===== config.mk =====
export PLATFORM = sky130hd
export DESIGN_NAME = vram_arbiter
export DESIGN_NICKNAME = d
export VERILOG_FILES = /design/src/rtl/vram_arbiter.sv
export SDC_FILE = /design/constraint.sdc
export NUM_CORES = 1
export LEC_CHECK = 0
export ABC_AREA = 1
export BUFFER_PORTS_ARGS = -buffer_cell sky130_fd_sc_hd__buf_2
export CAP_MARGIN = 25
export CORE_ASPECT_RATIO = 1.1
export CORE_MARGIN = 10
export CORE_UTILIZATION = 30
export CTS_CLUSTER_DIAMETER = 30
export DETAILED_ROUTE_END_ITERATION = 16
export GPL_TIMING_DRIVEN = 1
export PLACE_DENSITY = 0.94
export SLEW_MARGIN = 0
export SYNTH_ARGS = -nofsm -noshare
export SYNTH_HDL_FRONTEND = slang
export SYNTH_SLANG_ARGS = --single-unit

===== constraint.sdc =====
create_clock -name clk -period 3.9 [get_ports clk]
set_input_delay 0.975 -clock clk [delete_from_list [all_inputs] [get_ports clk]]
set_output_delay 0.975 -clock clk [all_outputs]
set_load 0.03 [all_outputs]

===== src/rtl/vram_arbiter.sv =====
// vram_arbiter: shares one single-port synchronous video RAM between VGA scanout reads and CPU load/store.
// Ports: clk/reset (sync, active-high); vga_active selects priority (1 = VGA, 0 = CPU);
// vga_req/addr -> vga_gnt, vga_rvalid/rdata; cpu_req/we/addr/wdata -> cpu_gnt, cpu_rvalid/rdata;
// mem_en/we/addr/wdata drive the RAM, whose mem_rdata returns one cycle after a read.
module vram_arbiter #(
  parameter int ADDR_W       = 16,
  parameter int DATA_W       = 32,
  parameter int CPU_MAX_WAIT = 4
) (
  input  logic              clk,
  input  logic              reset,
  input  logic              vga_active,
  input  logic              vga_req,
  input  logic [ADDR_W-1:0] vga_addr,
  output logic              vga_gnt,
  output logic              vga_rvalid,
  output logic [DATA_W-1:0] vga_rdata,
  input  logic              cpu_req,
  input  logic              cpu_we,
  input  logic [ADDR_W-1:0] cpu_addr,
  input  logic [DATA_W-1:0] cpu_wdata,
  output logic              cpu_gnt,
  output logic              cpu_rvalid,
  output logic [DATA_W-1:0] cpu_rdata,
  output logic              mem_en,
  output logic              mem_we,
  output logic [ADDR_W-1:0] mem_addr,
  output logic [DATA_W-1:0] mem_wdata,
  input  logic [DATA_W-1:0] mem_rdata
);
  localparam int WCNT_W = CPU_MAX_WAIT > 0 ? $clog2(CPU_MAX_WAIT + 1) : 1;
  localparam logic [WCNT_W-1:0] WMAX = WCNT_W'(CPU_MAX_WAIT);
  logic [WCNT_W-1:0] wcnt;
  logic vga_tag, cpu_tag, cpu_wins;
  // CPU loses to VGA only in the display area, and only until it has waited WMAX cycles
  assign cpu_wins   = cpu_req & (~vga_req | ~vga_active | (wcnt == WMAX));
  assign cpu_gnt    = ~reset & cpu_wins;
  assign vga_gnt    = ~reset & vga_req & ~cpu_wins;
  assign mem_en     = vga_gnt | cpu_gnt;
  assign mem_we     = cpu_gnt & cpu_we;
  assign mem_addr   = cpu_gnt ? cpu_addr : vga_gnt ? vga_addr : '0;
  assign mem_wdata  = mem_en ? cpu_wdata : '0;
  // a read in flight during reset is dropped, not delivered afterwards
  assign vga_rvalid = vga_tag & ~reset;
  assign cpu_rvalid = cpu_tag & ~reset;
  assign vga_rdata  = mem_rdata;
  assign cpu_rdata  = mem_rdata;
  always_ff @(posedge clk) begin
    if (reset) begin
      wcnt    <= '0;
      vga_tag <= 1'b0;
      cpu_tag <= 1'b0;
    end else begin
      wcnt    <= (cpu_req & ~cpu_gnt) ? ((wcnt == WMAX) ? wcnt : wcnt + 1'b1) : '0;
      vga_tag <= vga_gnt;
      cpu_tag <= cpu_gnt & ~cpu_we;
    end
  end
endmodule


== After elaboration in Yosys (flattened, before gate mapping) ==
Cells that the tools add are included.
Cells by class
  equality and inequality tests: 1
  multiplexer cells: 3
  $add $sub $neg: 1
  reductions and logical operators: 1
  bitwise logic cells: 19
Operators with widths (count)
  16-bit 2-to-1 mux: 2
  32-bit 2-to-1 mux: 1
  1-bit bitwise AND: 9
  1-bit inverter: 7
  3-bit by 1-bit adder with 3-bit output (second input constant): 1
  3-bit == test (second input constant): 1
  1-bit OR: 3
  2-bit OR reduction: 1
Word-level totals
  flip-flop bits (word level): 5
  logic and storage cells: 28
  input port bits: 102
  output and inout port bits: 118

== Depth between registers and ports, before layout ==
Gate-level depths: netlist of the first run.
  depth in word-level cells: 9
  gate-level depth with buffers: 9
  gate-level depth less buffers: 7

== Worst setup path after synthesis of the first run ==
OpenSTA, ideal clock, no wires.
  path type: input-to-output
  start: input vga_req
  end: output vga_gnt
  stages: 6
  slack: 0.963 ns
  required time: 2.925 ns
  buffers on the path: 2
  arrival time: 1.962 ns
  cells stage by stage: nand2_1 inv_1 nand2_2 buf_4 buf_4 a21oi_1
Between the ends
  cells in the longest elaborated chain, start to end: 6
  elaborated cells between the ends (all ways): 7
  classes of those cells: 7 x bitwise
Ends and longest elaborated chain
  start, declared: line 13  | input logic vga_req,
  1-bit inverter: line 36  | assign cpu_wins = cpu_req & (~vga_req | ~vga_active | (wcnt == WMAX));
  1-bit OR (2 in series): line 36
  1-bit bitwise AND: line 36
  1-bit inverter: line 38  | assign vga_gnt = ~reset & vga_req & ~cpu_wins;
  1-bit bitwise AND (*): line 38
  end, declared: line 15  | output logic vga_gnt,
Mark *: on every way between the ends. The rest lies on a longest branch, timed or not.

== Final worst setup path of the first run ==
  start: input reset
  end: output mem_wdata[12]
Between the ends
  cells in the longest elaborated chain, start to end: 5
  elaborated cells between the ends (all ways): 6
  classes of those cells: 1 x mux; 5 x bitwise
Ends and longest elaborated chain
  start, declared: line 11  | input logic reset,
  1-bit inverter (*): line 37, 38
  1-bit bitwise AND (2 in series): line 38
  1-bit OR (*): line 39  | assign mem_en = vga_gnt | cpu_gnt;
  32-bit 2-to-1 mux (*): line 42  | assign mem_wdata = mem_en ? cpu_wdata : '0;
  end, declared: line 28  | output logic [DATA_W-1:0] mem_wdata,
Marks and branches as above.

==> results.py, run 1 <==
metrics = {
    "status": {
        "outcome": "finished, final reports clean",
    },
    "logic_synthesis": {
        "synth_cells": 193,
        "ys.flop_type": "dfxtp_1",
        "syn-cell-area_um2": 1310,
        "synth_top_family_by_area": "buffers and inverters",
        "synth_nets": 297,
        "ys_async_sr_fraction_pct": 0,
        "avgSynthCellArea_um2": 6.76,
        "synthMuxAreaShare_pct": 0,
        "ys_seq_elements": 5,
        "synth-compound-area-share_pct": 19.9,
        "yosys_warnings": 0,
        "synth-xor-area-share_pct": 0.671,
        "ys_types": 17,
        "synth-edff-count": 0,
        "seq_area_frac_synth_pct": 7.67,
        "synthSimpleGateAreaFrac_pct": 24.8,
        "synth_fa_ha_area_share_pct": 1.92,
    },
    "grt": {
        "grt_use_met2_pct": 19.4,
        "grt_max_degree": 37,
        "first_global_vias": 1492,
        "antenna_found_initial": 0,
        "grt_pass1_wl_mm": 7.16,
        "grt_use_total_pct": 11.6,
        "gr-usage-met1_pct": 11.8,
        "grt-busiest-layer": "met2",
        "grtUsageMet3_pct": 5.74,
        "overflow": 0,
    },
    "final_layout": {
        "final_cells": 300,
        "final_nets": 351,
        "final_cell_area_um2": 1490,
        "drive_gt1_share_pct": 54.9,
        "final_util_pct": 35.1,
        "antennaDiodeCount": 0,
        "area_delta_synth_final_pct": 14.3,
    },
    "sta": {
        "rsz0062_at_grt": "no",
        "finalHoldViolCount": 0,
        "worstMarginPinSlew_ns": 0.486,
        "fmaxAchievable_mhz": 301,
        "maxSlewViolCount": 0,
        "max_slew_margin_pct": 67.6,
        "min_period_ns": 3.33,
        "setup_viol": 0,
        "fin_crit_sh_pct": 85.3,
        "fin_tns_setup_ns": 0,
        "clock_skew_ns": 0.00214,
    },
    "critical_path": {
        "path_buf_inv": 3,
        "critPathArrivalTime_ns": 2.35,
        "max_stage_delay_ns": 0.36,
        "r2r-start": "wcnt[0]",
        "r2r_cells": 6,
        "cp_max_fo": 35,
        "cp_slowest_cell": "nor2_4",
        "end_kind": "output port",
        "path_cells": "buf_2 > nor2_4 > inv_2 > a21boi_1 > buf_2",
        "crit_path_frequent_cell": "buf_2",
        "required_ns": 2.92,
        "cp_top_family": "buffers and inverters",
        "critPathLaunchType": "input pin",
        "r2r_end": "cpu_tag",
        "ff2ff_setup_slack_ns": 2.40,
        "critical_path_class": "in2out",
    },
    "power_and_ir_drop": {
        "pwr-share-clk_pct": 28.0,
        "p_sw_uw": 157,
        "pwr-share-comb_pct": 56.8,
        "power_uw": 347,
        "power_density_nw_per_um2": 233,
        "power_leakage_uw": 0.000942,
        "ir_drop_uv": 247,
        "switching_share_pct": 45.2,
        "seqPwrFrac_pct": 15.3,
        "p_int_uw": 190,
    },
    "clock_network": {
        "clockBufferDepth": 2,
        "cts-hold-fix-buffers": 0,
        "cts.clk_slew.worst_paths_ns": 0.04,
        "clock_latency_ns": 0.22,
        "post_cts_resized": 0,
        "cts_root_buf": "clkbuf_8",
        "cts_tree": "done",
        "cts_inserted_buffers": 3,
        "cts_htree_levels": 1,
        "cts_sinks": 5,
        "cts_setup_buffers": 0,
    },
    "floorplanning": {
        "chipWidth_um": 82.9,
        "dieHeight_um": 89.2,
        "core_area_um2": 4250,
        "rows": 25,
        "start_util_pct": 30.7,
        "io_pins": 220,
        "dieArea_um2": 7390,
    },
    "drt": {
        "routedWlPerCell_um": 15.9,
        "drc_errors": 0,
        "final_antenna_net_count": 0,
        "first_pass_iters": 4,
        "drt_wl_total_mm": 4.77,
        "drt_iter0_drc": 9,
        "routed_via_density": 4.51,
        "via_count": 1352,
    },
    "job": {
        "maxCapViolCount": 0,
    },
    "place": {
        "port_buffers": 123,
        "place.gp.congestion": 0.790,
        "placed_cells": 296,
        "placedInstanceArea_um2": 1450,
        "place_hpwl_mm": 4.12,
    },
    "worst_hold_path": {
        "hold_path_end": "wcnt[0]",
        "min_delay_path_depth": 1,
        "hp-class": "reg2reg",
        "min_from": "wcnt[0]",
    },
}
==> per-stage QoR <==
step	hold slack (ns)	setup slack, ns
5_1_grt	0.465	0.403
3_5_place_dp	0.445	0.544
2_1_floorplan	0.417	0.963
4_1_cts	0.453	0.540
6_report	0.444	0.573
3_3_place_gp	0.432	0.597
==> power by group through the flow <==
stage | sequential, uW | clock, uW | combinational (uW)
5_1_grt | 53.2 | 105 | 215
3_5_place_dp | 53.9 | 0 | 200
3_3_place_gp | 53.8 | 0 | 198
2_1_floorplan | 53.8 | 0 | 249
6_report | 53.1 | 97.1 | 197
4_1_cts | 53.1 | 101 | 200
==> synth_stat cells, types with 2 or more instances <==
library cell,n,area [um2]
ha_1,2,25.0
buf_2,7,35.0
nand2_1,20,75.1
a21boi_1,32,240
dfxtp_1,5,100
inv_1,7,26.3
nand3_1,34,170
nand2_4,2,22.5
buf_4,67,503
inv_2,3,11.3
nor2_1,5,18.8
a21oi_1,4,20.0
==> final cells by class <==
type	instances	area, um2
fillers	459	2760
well taps	54	67.6
repair buffers	124	623
inverters	10	37.5
flip-flops and latches	5	100
clock buffers	4	45.0
multi-input cells	103	618
==> worst max path at each step <==
| stage | end | slack [ns] | start | cells after the start |
|---|---|---|---|---|
| after floorplan | vga_gnt | 0.96 | vga_req | 6 |
| after global placement | mem_wdata[12] | 0.60 | reset | 5 |
| after detailed placement | mem_wdata[12] | 0.54 | reset | 5 |
| after CTS | mem_wdata[12] | 0.54 | reset | 5 |
| after global routing | mem_wdata[12] | 0.40 | reset | 5 |
| final | mem_wdata[12] | 0.57 | reset | 5 |
==> state kept, by name, indices dropped and copies added, names as in the netlist <==
| signal | flops |
|---|---|
| vga_tag | 1 |
| cpu_tag | 1 |
| wcnt | 3 |
==> layer usage <==
metal	wire, um	part of all wire, %
met1	1820	38
met2	2220	46
met3	571	12
met4	156	3.3
met5	0	0
==> logic make-up (layout without fill, tap and decap cells) <==
family,after synthesis,in the layout
fa+ha+maj,2,2
xor+xnor,1,1
buf+inv,85,138
flops,5,5
simple gates,64,64
compound gates,36,36
==> layout by cell type (no fill, tap or decap) <==
cell / Yosys / layout
clkbuf_1: 0 / 1
inv_1: 7 / 7
nor2_4: 1 / 1
nand2_4: 2 / 2
buf_2: 7 / 123
a21boi_1: 32 / 32
buf_4: 67 / 1
nand3_1: 34 / 34
nand2_2: 1 / 1
nand2_1: 20 / 20
nor2_8: 1 / 1
dfxtp_1: 5 / 5
ha_1: 2 / 2
xnor2_1: 1 / 1
a21oi_1: 4 / 4
nor2_1: 5 / 5
inv_2: 3 / 3
clkbuf_8: 0 / 3
(Power assumes the default switching activity.)
==> run 2: changes to the inputs <==
ABC_AREA = unset   (was 1)
CORE_AREA = 10 10 78 80   (was unset)
CORE_ASPECT_RATIO = unset   (was 1.1)
CORE_MARGIN = unset   (was 10)
CORE_UTILIZATION = unset   (was 30)
DIE_AREA = 0 0 88 90   (was unset)
PLACE_DENSITY = 0.87   (was 0.94)
==> results.py, run 2 <==
metrics = {
    "sta": {
        "min_period_ns": 3.31,
        "worst_slack_ns": 0.588,
        "fmaxAchievable_mhz": 302,
        "rsz0062_at_grt": "no",
        "setup_viol": 0,
        "fin_tns_setup_ns": 0,
        "worstMarginPinSlew_ns": 0.526,
        "max_slew_margin_pct": 64.9,
        "finalHoldViolCount": 0,
        "maxSlewViolCount": 0,
        "fin_crit_sh_pct": 84.9,
        "clock_skew_ns": 0.000420,
    },
    "logic_synthesis": {
        "avgSynthCellArea_um2": 7.86,
        "synth_common_cells": "buf_4, and2_1, a22o_2, dfxtp_1, nor2_1",
        "syn-cell-area_um2": 1160,
        "yosys_warnings": 0,
        "yosysTopAreaCellShare_pct": 41.3,
        "synth_cells": 148,
        "ys_types": 19,
        "synth_area_leaders": "buf_4, and2_1, a22o_2",
        "synth_top_cell_by_area": "buf_4",
        "synth_most_common_cell": "buf_4",
        "synth_nets": 252,
        "ys_seq_elements": 5,
        "seq_area_frac_synth_pct": 8.60,
        "ys.flop_type": "dfxtp_1",
        "ys_async_sr_fraction_pct": 0,
        "synth-edff-count": 0,
    },
    "place": {
        "placedInstanceArea_um2": 1340,
        "port_buffers": 123,
        "preCtsSetupSlack_ns": 0.586,
        "place_hpwl_mm": 4.04,
        "place.gp.congestion": 0.676,
    },
    "clock_network": {
        "cts_tree": "done",
        "post_cts_resized": 0,
        "cts-hold-fix-buffers": 0,
        "clock_latency_ns": 0.22,
        "cts.clk_slew.worst_paths_ns": 0.03,
        "cts_sinks": 5,
        "cts_htree_levels": 1,
        "cts_root_buf": "clkbuf_8",
        "cts_setup_buffers": 0,
        "cts_inserted_buffers": 3,
        "clockBufferDepth": 2,
    },
    "final_layout": {
        "final_cell_area_um2": 1380,
        "area_delta_synth_final_pct": 18.7,
        "drive_gt1_share_pct": 72.0,
        "final_common_cell": "buf_2",
        "antennaDiodeCount": 0,
        "largest_reg_flops": 3,
        "regMostFlops": "wcnt",
        "top_regs": "wcnt: 3 flops, cpu_tag: 1 flops, vga_tag: 1 flops",
        "final_cell_mix": "buf_2, and2_1, a22o_2",
        "final_nets": 312,
    },
    "power_and_ir_drop": {
        "power_uw": 320,
        "ir_drop_uv": 142,
        "power_leakage_uw": 0.000849,
        "power_density_nw_per_um2": 232,
    },
    "critical_path": {
        "cp_max_fo": 17,
        "required_ns": 2.92,
        "critPathLaunchType": "input pin",
        "critPathArrivalTime_ns": 2.34,
        "end_kind": "output port",
        "critical_path_class": "in2out",
    },
    "drt": {
        "drt_iter0_drc": 9,
        "routedWlPerCell_um": 16.7,
        "first_pass_iters": 3,
        "via_count": 1130,
        "drc_errors": 0,
        "drt_wl_total_mm": 4.36,
        "routed_via_density": 4.33,
        "final_antenna_net_count": 0,
    },
    "grt": {
        "grt_pass1_wl_mm": 6.30,
        "grt-busiest-layer": "met2",
        "grtUsageMet3_pct": 5.51,
        "first_global_vias": 1220,
        "grt_max_degree": 34,
        "grt_use_met2_pct": 18.4,
        "antenna_found_initial": 0,
        "grt_use_total_pct": 9.52,
        "gr-usage-met1_pct": 7.68,
        "overflow": 0,
    },
    "floorplanning": {
        "dieArea_um2": 7920,
        "dieHeight_um": 90,
        "start_util_pct": 25.3,
        "core_area_um2": 4600,
        "rows": 25,
        "io_pins": 220,
        "chipWidth_um": 88,
    },
    "status": {
        "outcome": "finished, final reports clean",
    },
    "worst_hold_path": {
        "hp-class": "reg2reg",
    },
    "job": {
        "maxCapViolCount": 0,
    },
}
[run 2: cell types whose count changed after synthesis, moves of 3 or more]
cell | previous run | this run
a21boi_1 | 32 | 0
inv_1 | 7 | 3
a21oi_1 | 4 | 0
nand3_1 | 34 | 2
nand2_1 | 20 | 1
clkbuf_1 | 0 | 3
nor2b_1 | 0 | 3
and2_1 | 0 | 33
buf_4 | 67 | 64
buf_2 | 7 | 0
inv_2 | 3 | 0
a22o_2 | 0 | 16
[run 2: per-layer routing]
layer	up-vias	part of all wire [%]
met1	467	30
met4	0	1.2
met3	13	16
li1	536	-
met5	-	0
met2	114	52
[run 2: logic make-up after synthesis]
family                     Yosys count  synth area share [%]
AOI/OAI and AO/OA                   19                  17.7
adders and majority gates            2                  2.15
buffers and inverters               73                  46.1
DFF                                  5                  8.60
and+or+nand+nor                     49                  25.4
[run 2: worst max-delay path: stages]
cell and delay, ns:
buf_2 0.11, nor2b_1 0.27, o211a_1 0.54, a22o_2 0.22, buf_2 0.20
[run 2: path summary, 6_finish.rpt]
kind            from           to  slack [ns]  cells past startpoint
min reg2reg  wcnt[0]      wcnt[0]        0.44                      1
min          wcnt[0]      wcnt[0]        0.44                      1
max reg2reg  wcnt[0]      cpu_tag        2.46                      6
max          vga_req  mem_addr[3]        0.59                      5
[run 2: cell type report]
cell class / instances / area (um2)
sequential: 5 / 100
timing repair buffer: 125 / 631
multi-input combinational: 70 / 527
tap: 54 / 67.6
inverter: 3 / 11.3
fill: 507 / 3220
clock buffer: 4 / 45.0
[run 2: stage by stage]
stage / utilization [%] / hold slack (ns) / instances
floorplan: - / 0.417 / 148
global placement: 29.1 / 0.429 / 257
detailed placement: 29.1 / 0.439 / 257
CTS: 30.0 / 0.444 / 261
global route: 30.0 / 0.460 / 261
finish: 30.0 / 0.442 / 261
[run 2: power breakdown]
part | internal, uW | total, uW | switching [uW]
logic | 67.9 | 172 | 105
clock network | 70.1 | 94.4 | 24.3
registers | 52.7 | 53.2 | 0.440
